===== config.mk =====
export PLATFORM = sky130hd
export DESIGN_NAME = spi_device_byte
export DESIGN_NICKNAME = d
export VERILOG_FILES = /design/src/rtl/spi_device_pkg.sv /design/src/rtl/spi_sync_ff.sv /design/src/rtl/spi_device_byte.sv
export SDC_FILE = /design/constraint.sdc
export NUM_CORES = 1
export LEC_CHECK = 0
export ABC_CLOCK_PERIOD_IN_PS = 1550
export BUFFER_PORTS_ARGS = -buffer_cell sky130_fd_sc_hd__clkbuf_2
export CAP_MARGIN = 10
export CORE_ASPECT_RATIO = 0.6
export CORE_MARGIN = 2
export CORE_UTILIZATION = 42
export DETAILED_ROUTE_END_ITERATION = 10
export PLACE_DENSITY = 0.6
export SLEW_MARGIN = 20
export SYNTH_ARGS = -nofsm -noshare
export SYNTH_HDL_FRONTEND = slang
export SYNTH_SLANG_ARGS = --single-unit
export TNS_END_PERCENT = 100

===== constraint.sdc =====
create_clock -name clk_sys_i -period 1.55 [get_ports clk_sys_i]
set_input_delay 0.0775 -clock clk_sys_i [delete_from_list [all_inputs] [get_ports clk_sys_i]]
set_output_delay 0.0775 -clock clk_sys_i [all_outputs]
set_load 0.02 [all_outputs]

===== src/rtl/spi_device_pkg.sv =====
// Shared types and sizes for the SPI device byte responder.
package spi_device_pkg;

    localparam int unsigned SpiFrameBits = 8;
    localparam int unsigned BitCntW      = 3;

    typedef enum logic {
        IDLE  = 1'b0,
        SHIFT = 1'b1
    } state_e;

endpackage


===== src/rtl/spi_sync_ff.sv =====
// Multi-stage synchroniser for one asynchronous input bit with selectable reset value.
module spi_sync_ff #(
    parameter int unsigned Stages = 2,
    parameter logic        RstVal = 1'b0
) (
    input  logic clk,
    input  logic rst_n,
    input  logic d,
    output logic q
);

    logic [Stages-1:0] chain;

    // Shift the pin value through the flop chain toward q.
    always_ff @(posedge clk or negedge rst_n) begin
        if (!rst_n) begin
            chain <= {Stages{RstVal}};
        end else begin
            chain <= {chain[Stages-2:0], d};
        end
    end

    assign q = chain[Stages-1];

endmodule


===== src/rtl/spi_device_byte.sv =====
// SPI mode-0 device: oversampled SCK/CS/SDI, 8-bit MSB-first frames, valid/ready byte interfaces.
module spi_device_byte
    import spi_device_pkg::*;
#(
    parameter int unsigned SyncStages = 2,
    parameter logic [7:0]  TxIdleByte = 8'hFF
) (
    input  logic       clk_sys_i,
    input  logic       rst_sys_ni,
    input  logic       spi_sck_i,
    input  logic       spi_cs_ni,
    input  logic       spi_sdi_i,
    output logic       spi_sdo_o,
    output logic       spi_sdo_en_o,
    output logic [7:0] rx_data_o,
    output logic       rx_valid_o,
    input  logic       rx_ready_i,
    input  logic [7:0] tx_data_i,
    input  logic       tx_valid_i,
    output logic       tx_ready_o,
    output logic       rx_overflow_o,
    output logic       tx_underrun_o,
    output logic       active_o
);

    logic sck_s, cs_s, sdi_s;
    logic sck_q, cs_q;
    logic sck_rise, sck_fall, cs_fall, cs_rise;

    state_e                  state_q, state_d;
    logic [BitCntW-1:0]      bit_cnt_q, bit_cnt_d;
    logic [SpiFrameBits-1:0] tx_shift_q, tx_shift_d;
    logic [SpiFrameBits-1:0] rx_shift_q, rx_shift_d;
    logic [SpiFrameBits-1:0] hold_q, hold_d;
    logic [SpiFrameBits-1:0] rx_data_q, rx_data_d;
    logic [SpiFrameBits-1:0] next_byte;
    logic [SpiFrameBits-1:0] rx_assembled;
    logic tx_ready_q, tx_ready_d;
    logic sdo_q, sdo_d;
    logic sdo_en_q, sdo_en_d;
    logic active_q, active_d;
    logic rx_valid_q, rx_valid_d;
    logic ovf_q, ovf_d;
    logic undr_q, undr_d;

    spi_sync_ff #(.Stages(SyncStages), .RstVal(1'b0)) u_sync_sck (
        .clk(clk_sys_i), .rst_n(rst_sys_ni), .d(spi_sck_i), .q(sck_s)
    );
    spi_sync_ff #(.Stages(SyncStages), .RstVal(1'b1)) u_sync_cs (
        .clk(clk_sys_i), .rst_n(rst_sys_ni), .d(spi_cs_ni), .q(cs_s)
    );
    spi_sync_ff #(.Stages(SyncStages), .RstVal(1'b0)) u_sync_sdi (
        .clk(clk_sys_i), .rst_n(rst_sys_ni), .d(spi_sdi_i), .q(sdi_s)
    );

    assign sck_rise = sck_s & ~sck_q;
    assign sck_fall = ~sck_s & sck_q;
    assign cs_fall  = ~cs_s & cs_q;
    assign cs_rise  = cs_s & ~cs_q;

    // Byte offered at a byte start: held byte if present, else the idle filler.
    assign next_byte    = tx_ready_q ? TxIdleByte : hold_q;
    assign rx_assembled = {rx_shift_q[SpiFrameBits-2:0], sdi_s};

    // State, edge-detect and datapath registers.
    always_ff @(posedge clk_sys_i or negedge rst_sys_ni) begin
        if (!rst_sys_ni) begin
            sck_q      <= 1'b0;
            cs_q       <= 1'b1;
            state_q    <= IDLE;
            bit_cnt_q  <= '0;
            tx_shift_q <= '0;
            rx_shift_q <= '0;
            hold_q     <= '0;
            tx_ready_q <= 1'b1;
            rx_data_q  <= '0;
            rx_valid_q <= 1'b0;
            sdo_q      <= 1'b0;
            sdo_en_q   <= 1'b0;
            active_q   <= 1'b0;
            ovf_q      <= 1'b0;
            undr_q     <= 1'b0;
        end else begin
            sck_q      <= sck_s;
            cs_q       <= cs_s;
            state_q    <= state_d;
            bit_cnt_q  <= bit_cnt_d;
            tx_shift_q <= tx_shift_d;
            rx_shift_q <= rx_shift_d;
            hold_q     <= hold_d;
            tx_ready_q <= tx_ready_d;
            rx_data_q  <= rx_data_d;
            rx_valid_q <= rx_valid_d;
            sdo_q      <= sdo_d;
            sdo_en_q   <= sdo_en_d;
            active_q   <= active_d;
            ovf_q      <= ovf_d;
            undr_q     <= undr_d;
        end
    end

    // Next-state and next-output logic; CS events take priority over SCK edges.
    always_comb begin
        state_d    = state_q;
        bit_cnt_d  = bit_cnt_q;
        tx_shift_d = tx_shift_q;
        rx_shift_d = rx_shift_q;
        hold_d     = hold_q;
        tx_ready_d = tx_ready_q;
        rx_data_d  = rx_data_q;
        rx_valid_d = rx_valid_q;
        sdo_d      = sdo_q;
        sdo_en_d   = sdo_en_q;
        active_d   = active_q;
        ovf_d      = 1'b0;
        undr_d     = 1'b0;

        if (tx_valid_i && tx_ready_q) begin
            hold_d     = tx_data_i;
            tx_ready_d = 1'b0;
        end

        if (rx_valid_q && rx_ready_i) begin
            rx_valid_d = 1'b0;
        end

        unique case (state_q)
            IDLE: begin
                if (cs_fall) begin
                    state_d    = SHIFT;
                    bit_cnt_d  = '0;
                    rx_shift_d = '0;
                    tx_shift_d = next_byte;
                    sdo_d      = next_byte[SpiFrameBits-1];
                    sdo_en_d   = 1'b1;
                    active_d   = 1'b1;
                    if (tx_ready_q) begin
                        undr_d = 1'b1;
                    end else begin
                        tx_ready_d = 1'b1;
                    end
                end
            end
            SHIFT: begin
                if (cs_rise) begin
                    state_d   = IDLE;
                    bit_cnt_d = '0;
                    sdo_d     = 1'b0;
                    sdo_en_d  = 1'b0;
                    active_d  = 1'b0;
                end else if (sck_rise) begin
                    rx_shift_d = rx_assembled;
                    bit_cnt_d  = bit_cnt_q + BitCntW'(1);
                    if (bit_cnt_q == BitCntW'(SpiFrameBits - 1)) begin
                        if (rx_valid_q && !rx_ready_i) begin
                            ovf_d = 1'b1;
                        end else begin
                            rx_data_d  = rx_assembled;
                            rx_valid_d = 1'b1;
                        end
                    end
                end else if (sck_fall) begin
                    if (bit_cnt_q != '0) begin
                        tx_shift_d = {tx_shift_q[SpiFrameBits-2:0], 1'b0};
                        sdo_d      = tx_shift_q[SpiFrameBits-2];
                    end else begin
                        tx_shift_d = next_byte;
                        sdo_d      = next_byte[SpiFrameBits-1];
                        if (tx_ready_q) begin
                            undr_d = 1'b1;
                        end else begin
                            tx_ready_d = 1'b1;
                        end
                    end
                end
            end
            default: begin
                state_d = IDLE;
            end
        endcase
    end

    assign spi_sdo_o     = sdo_q;
    assign spi_sdo_en_o  = sdo_en_q;
    assign rx_data_o     = rx_data_q;
    assign rx_valid_o    = rx_valid_q;
    assign tx_ready_o    = tx_ready_q;
    assign rx_overflow_o = ovf_q;
    assign tx_underrun_o = undr_q;
    assign active_o      = active_q;

endmodule

==> run_results.csv, run 1 <==
group,metric,value,unit
timing,tightestPinTransition,0.492,ns
timing,fin_crit_sh,103,%
pwr,p_leak,0.00118,uW
cells_and_area,area_growth,20.6,%
floorplanning,die_w,94.7,um
floorplanning,die_y,58.4,um
floorplanning,io_pins,30,
floorplanning,start_util,44.5,%
floorplanning,coreArea,0.00466,mm2
cts,numClockSinks,48,
run_status,violations,"setup timing",
cells_and_area,final_util,53.7,%
timing,max_slew_margin,67.2,%
cells_and_area,final_common_cell,"dfrtp_1",
grt,grt_pass1_vias,1312,
cells_and_area,final_cells,275,
cts,clk_pin_slew_worst_paths,0.08,ns
cells_and_area,final_cell_mix,"44 x dfrtp_1, 29 x clkbuf_2, 23 x nand2_1, 15 x o21ai_0, 14 x mux2_2",
floorplanning,std_cell_rows,19,
cts,clock_latency,0.29,ns
timing,fin_setup_tns,-0.448,ns
yosys,ys_ff_latch,48,
cts,cts_buffer_depth,2,
place,dp_cells,262,
place,place_congestion,0.724,
worst_setup_path,startpoint_type,"register",
cells_and_area,n_fill_cell,418,
timing,timing.final.ws_setup,-0.0542,ns
run_status,status,"complete, but fails checks",
worst_setup_path,critPathCaptureType,"register",
yosys,synthesis.nets,188,
grt,grt-ovfl-total,0,
route,via_per_inst,4.97,
route,antenna_left,0,
cts,cts_htree_levels,2,
worst_setup_path,cp.required,1.73,ns
timing,rsz0062_at_grt,"yes",
yosys,ys_types,30,
yosys,synthCells,170,
yosys,ys_warn_count,0,
worst_setup_path,cp_max_fo,8,
timing,setup-violations-final,10,
timing,drv_slew,0,
grt,grt_pass1_wl,6890,um
cts,cts_tree,"done",
place,numPortBuffers,29,
timing,skew,0.00597,ns
yosys,ys_seq_area_share,58.1,%
place,detailed_place_hpwl,2880,um
cts,cts_made_buffers,5,
timing,fin_crit,1.60,ns
route,drt_first_pass_iters,4,
route,postRouteWirelength,4100,um
route,vias,1366,
yosys,synth.top_cells.by_area,"dfrtp_1 53%, mux2_2 7.6%, mux2_4 6.5%",
cells_and_area,layout.nets,230,
yosys,syn_area,0.00207,mm2
floorplanning,die_area,0.00554,mm2
worst_setup_path,crit_type,"reg2reg",
cells_and_area,multiInputGateArea,802,um2
timing,holdWs,0.0102,ns
route,wire_per_inst,14.9,um
pwr,power_density,1350,mW/mm2
cts,clockRootBuffer,"clkbuf_8",
worst_setup_path,cp.arrival,1.79,ns
timing,hold_viol,0,
cells_and_area,regArea,0.00121,mm2
route,drc,0,
yosys,syn_area_per_cell,12.2,um2
run,maxCapViolCount,0,
yosys,yosys.area.top_type_share,53.1,%
cells_and_area,post_route_cells_drive_above_1_share,40.6,%
yosys,synth.largest_area_cell,"dfrtp_1",
grt,grt_max_degree,32,
pwr,peakVddDrop,0.799,mV
worst_hold_path,min_path_type,"in2reg",
grt,antenna_found_initial,0,
route,first_iter_violations,78,
cells_and_area,antennaDiodeCount,0,
timing,fmax,623,MHz
grt,grt_usage,16.9,%
worst paths after layout:
kind,start,endpoint,slack (ns),cells past startpoint
worst min register to register,u_sync_cs.chain[0],u_sync_cs.chain[1],0.36,0
worst max-delay path,cs_q,rx_data_o[7],-0.05,4
worst max register to register,cs_q,rx_data_o[7],-0.05,4
max in group asynchronous,rst_sys_ni,cs_q,0.68,3
min in group asynchronous,rst_sys_ni,rx_data_o[4],0.27,2
worst min-delay path,tx_data_i[7],hold_q[7],0.01,2
per-stage QoR:
step           cell area [um2]  total power, uW  setup WS, ns
2_1_floorplan             2080             2310        -0.140
3_3_place_gp              2320             2510       -0.0294
3_5_place_dp              2320             2580       -0.0711
4_1_cts                   2480             3360       -0.0611
5_1_grt                   2500             3580        -0.104
6_report                  2500             3370       -0.0542
kinds of logic after synthesis:
group,after synthesis,share of synthesized area (%)
simple gates,59,15.0
flops,48,58.1
mux,24,14.6
compound gates,23,6.27
buf+inv,13,4.22
fa+ha+maj,3,1.81
synthesized netlist by cell type:
library cell / number
dfrtp_1: 44
nand2_1: 23
o21ai_0: 17
mux2_2: 14
nor2_1: 12
mux2_4: 9
nand3_1: 8
buf_2: 4
buf_6: 4
dfstp_2: 4
and2_1: 3
ha_1: 3
nand2b_4: 3
and3_4: 2
clkbuf_1: 2
inv_1: 2
nand2b_1: 2
nor2b_1: 2
a211oi_1: 1
a21oi_1: 1
a22oi_1: 1
and2b_1: 1
and2b_4: 1
buf_4: 1
mux2i_1: 1
nand3b_1: 1
o21a_1: 1
o311a_1: 1
o31ai_1: 1
or2_1: 1
state kept, by name (all words and copies together), names as in the netlist, 2 cells and up:
signal	cells
u_sync_cs.chain	2
u_sync_sdi.chain	2
u_sync_sck.chain	2
rx_data_o	8
tx_shift_q	7
hold_q	8
bit_cnt_q	3
rx_shift_q	7
where the power goes:
part	internal (uW)	switching [uW]	leakage (uW)
Sequential	1540	209	0.000597
Combinational	449	418	0.000539
Clock	356	395	0.0000473
critical path: stages (launching register included):
cell and delay, ns:
dfstp_2 0.57, nand2b_4 0.14, and3_4 0.18, and3_4 0.29
mux2_4 0.32
routing by layer:
metal,global-route usage (%),share of wire (%)
met5,0,0
met4,6.21,1.7
met3,4.35,5.3
met2,23.4,43
met1,25.7,50
timing repair:
item,4_1_cts,5_1_grt
pin swaps,1,0
gates resized for setup,6,2
endpoints found under the setup margin,15,17
hold buffers,4,0
buffers inserted,1,1
hold endpoints to repair,20,0
layout make-up:
cell class | count | area share (%)
Clock buffer | 6 | 3.30
Clock inverter | 1 | 0.350
Sequential cell | 48 | 48.2
Multi-Input combinational cell | 109 | 32.1
Tap cell | 63 | 3.15
Timing Repair Buffer | 46 | 12.6
Inverter | 2 | 0.300
No activity file was read; power rests on OpenSTA's default activity.
==> inputs of run 2 (changes only) <==
- BUFFER_PORTS_ARGS: -buffer_cell sky130_fd_sc_hd__clkbuf_2 -> unset
- DONT_BUFFER_PORTS: unset -> 1
- HOLD_SLACK_MARGIN: unset -> 0.12
- PLACE_DENSITY: 0.6 -> 0.55
- REMOVE_ABC_BUFFERS: unset -> 1
==> run 2 against run 1 <==
The run still ends with setup timing left. Global-route usage down 0.84 points. Fmax down 0.96%. Clock power up 20%. Via count down 7.6%. Hold slack better by 0.22 ns. Die area unchanged. Design area down 0.65%. Register-to-register slack worse by 0.02 ns. Routed wire length down 3.4%. Sequential cell count unchanged. First-iteration DRC count down 5.1%. Non-clock buffer count down 17.
==> run_results.csv, run 2 (same netlist as run 1, synthesis figures left out) <==
group,metric,value,unit
timing,setup-violations-final,8,
timing,hold_viol,0,
floorplanning,die_w,94.7,um
worst_hold_path,min_to,"tx_ready_o",
run_status,status,"complete, but fails checks",
timing,fin_crit_sh,105,%
pwr,power_density,1410,mW/mm2
worst_setup_path,timing.rr.end,"rx_data_o[2]",
route,vias,1262,
timing,tightestPinTransition,0.445,ns
pwr,p_leak,0.00113,uW
worst_setup_path,r2r_setup_slack,-0.07,ns
cells_and_area,layout.nets,213,
cts,cts_made_buffers,5,
route,postRouteWirelength,3960,um
floorplanning,die_y,58.4,um
grt,grt_pass1_vias,1321,
route,wire_per_inst,15.3,um
worst_setup_path,cp.required,1.74,ns
timing,timing.final.ws_setup,-0.0698,ns
cells_and_area,final_common_cell,"dfrtp_1",
cells_and_area,post_route_cells_drive_above_1_share,31.1,%
cts,cts_tree,"done",
worst_hold_path,hp-start,"tx_valid_i",
grt,grt_pass1_wl,6570,um
route,via_per_inst,4.87,
worst_setup_path,r2r-start,"cs_q",
place,dp_cells,233,
place,detailed_place_hpwl,2720,um
cts,clk_pin_slew_worst_paths,0.09,ns
worst_setup_path,cp_max_fo,8,
worst_setup_path,critPathCaptureType,"register",
timing,rsz0062_at_grt,"yes",
grt,antenna_found_initial,0,
timing,fmax,617,MHz
cts,cts_htree_levels,2,
floorplanning,io_pins,30,
cts,cts_buffer_depth,2,
run,maxCapViolCount,0,
route,first_iter_violations,74,
cts,numClockSinks,48,
timing,skew,0.00739,ns
floorplanning,start_util,44.5,%
timing,max_slew_margin,70.3,%
pwr,peakVddDrop,0.727,mV
timing,drv_slew,0,
worst_setup_path,crit_type,"reg2reg",
place,place_congestion,0.756,
worst_setup_path,startpoint_type,"register",
grt,grt-ovfl-total,0,
place,numPortBuffers,0,
route,antenna_left,0,
worst_setup_path,ff2ff_path_depth,4,
cells_and_area,n_fill_cell,425,
floorplanning,die_area,0.00554,mm2
run_status,violations,"setup timing",
cells_and_area,antennaDiodeCount,0,
place,place_ws,-0.109,ns
route,drc,0,
floorplanning,std_cell_rows,19,
timing,fin_crit,1.62,ns
grt,grt_usage,16.1,%
worst_setup_path,cp.arrival,1.81,ns
floorplanning,coreArea,0.00466,mm2
route,drt_first_pass_iters,4,
grt,grt_max_degree,49,
cts,clock_latency,0.31,ns
cells_and_area,final_cells,259,
cells_and_area,final_cell_mix,"44 x dfrtp_1, 23 x nand2_1, 16 x o21ai_0, 14 x buf_4, 13 x dlygate4sd3_1",
cts,clockRootBuffer,"clkbuf_8",
worst_hold_path,min_path_type,"in2reg",
worst_hold_path,hold_path_depth,2,
cells_and_area,area_growth,19.8,%
[run 2: cell types whose count changed in the layout (fill, tap and decap cells not counted), sizes merged]
cell	previous run	this run
clkbuf	35	5
dlygate4sd3	4	13
clkinvlp	0	1
buf	13	16
bufinv	0	1
[run 2: cell type report]
class | instances | area (um2) | share of cell area, %
Clock buffer | 5 | 68.8 | 2.77
Clock inverter | 3 | 42.5 | 1.71
Inverter | 2 | 7.51 | 0.302
Multi-Input combinational cell | 109 | 807 | 32.5
Sequential cell | 48 | 1210 | 48.5
Tap cell | 63 | 78.8 | 3.17
Timing Repair Buffer | 29 | 274 | 11.0
[run 2: stage by stage]
step	power (uW)	util (%)	hold slack, ns	TNS, ns	cell area [um2]
floorplan	2250	-	-0.218	-1.67	1990
global placement	2450	46.3	-0.216	-0.513	2160
detailed placement	2510	46.3	-0.217	-1.13	2160
CTS	3490	52.6	0.222	-0.504	2450
global route	3700	53.3	0.260	-1.03	2480
finish	3510	53.3	0.231	-0.435	2480
[run 2: worst max-delay path, cell delays in order, from the launching register on]
cell and delay, ns:
dfstp_2 0.57, nand2b_4 0.13, and3_4 0.19, and3_4 0.28, mux2_4 0.32
[run 2: routing by layer]
| layer | vias to the layer above | GRT usage (%) | wire [um] |
|---|---|---|---|
| li1 | 626 | - | - |
| met5 | - | 0 | 0 |
| met1 | 604 | 23.1 | 2060 |
| met2 | 25 | 23.0 | 1660 |
| met4 | 0 | 5.59 | 53 |
| met3 | 7 | 5.25 | 183 |
[run 2: power breakdown]
part           total (uW)  switching (uW)  internal, uW
sequential           1780             238          1540
combinational         828             366           463
clock                 901             424           477
[run 2: worst max-delay path by stage]
stage                             startpoint             to  slack [ns]  depth (start not counted)
after CTS                               cs_q   rx_data_o[0]       -0.07                          4
after detailed placement  u_sync_cs.chain[1]  tx_shift_q[5]       -0.11                          4
final                                   cs_q   rx_data_o[2]       -0.07                          4
after floorplan           u_sync_cs.chain[1]  tx_shift_q[1]       -0.14                          4
after global placement                  cs_q   rx_data_o[1]       -0.06                          4
after global routing                    cs_q   rx_data_o[2]       -0.12                          4
[run 2: timing repair]
item | CTS | global route
gates resized for setup | 3 | 8
endpoints found under the hold margin | 61 | 0
setup endpoints to repair | 15 | 17
pin swaps | 1 | 1
buffers inserted | 3 | 1
hold buffers | 14 | 0
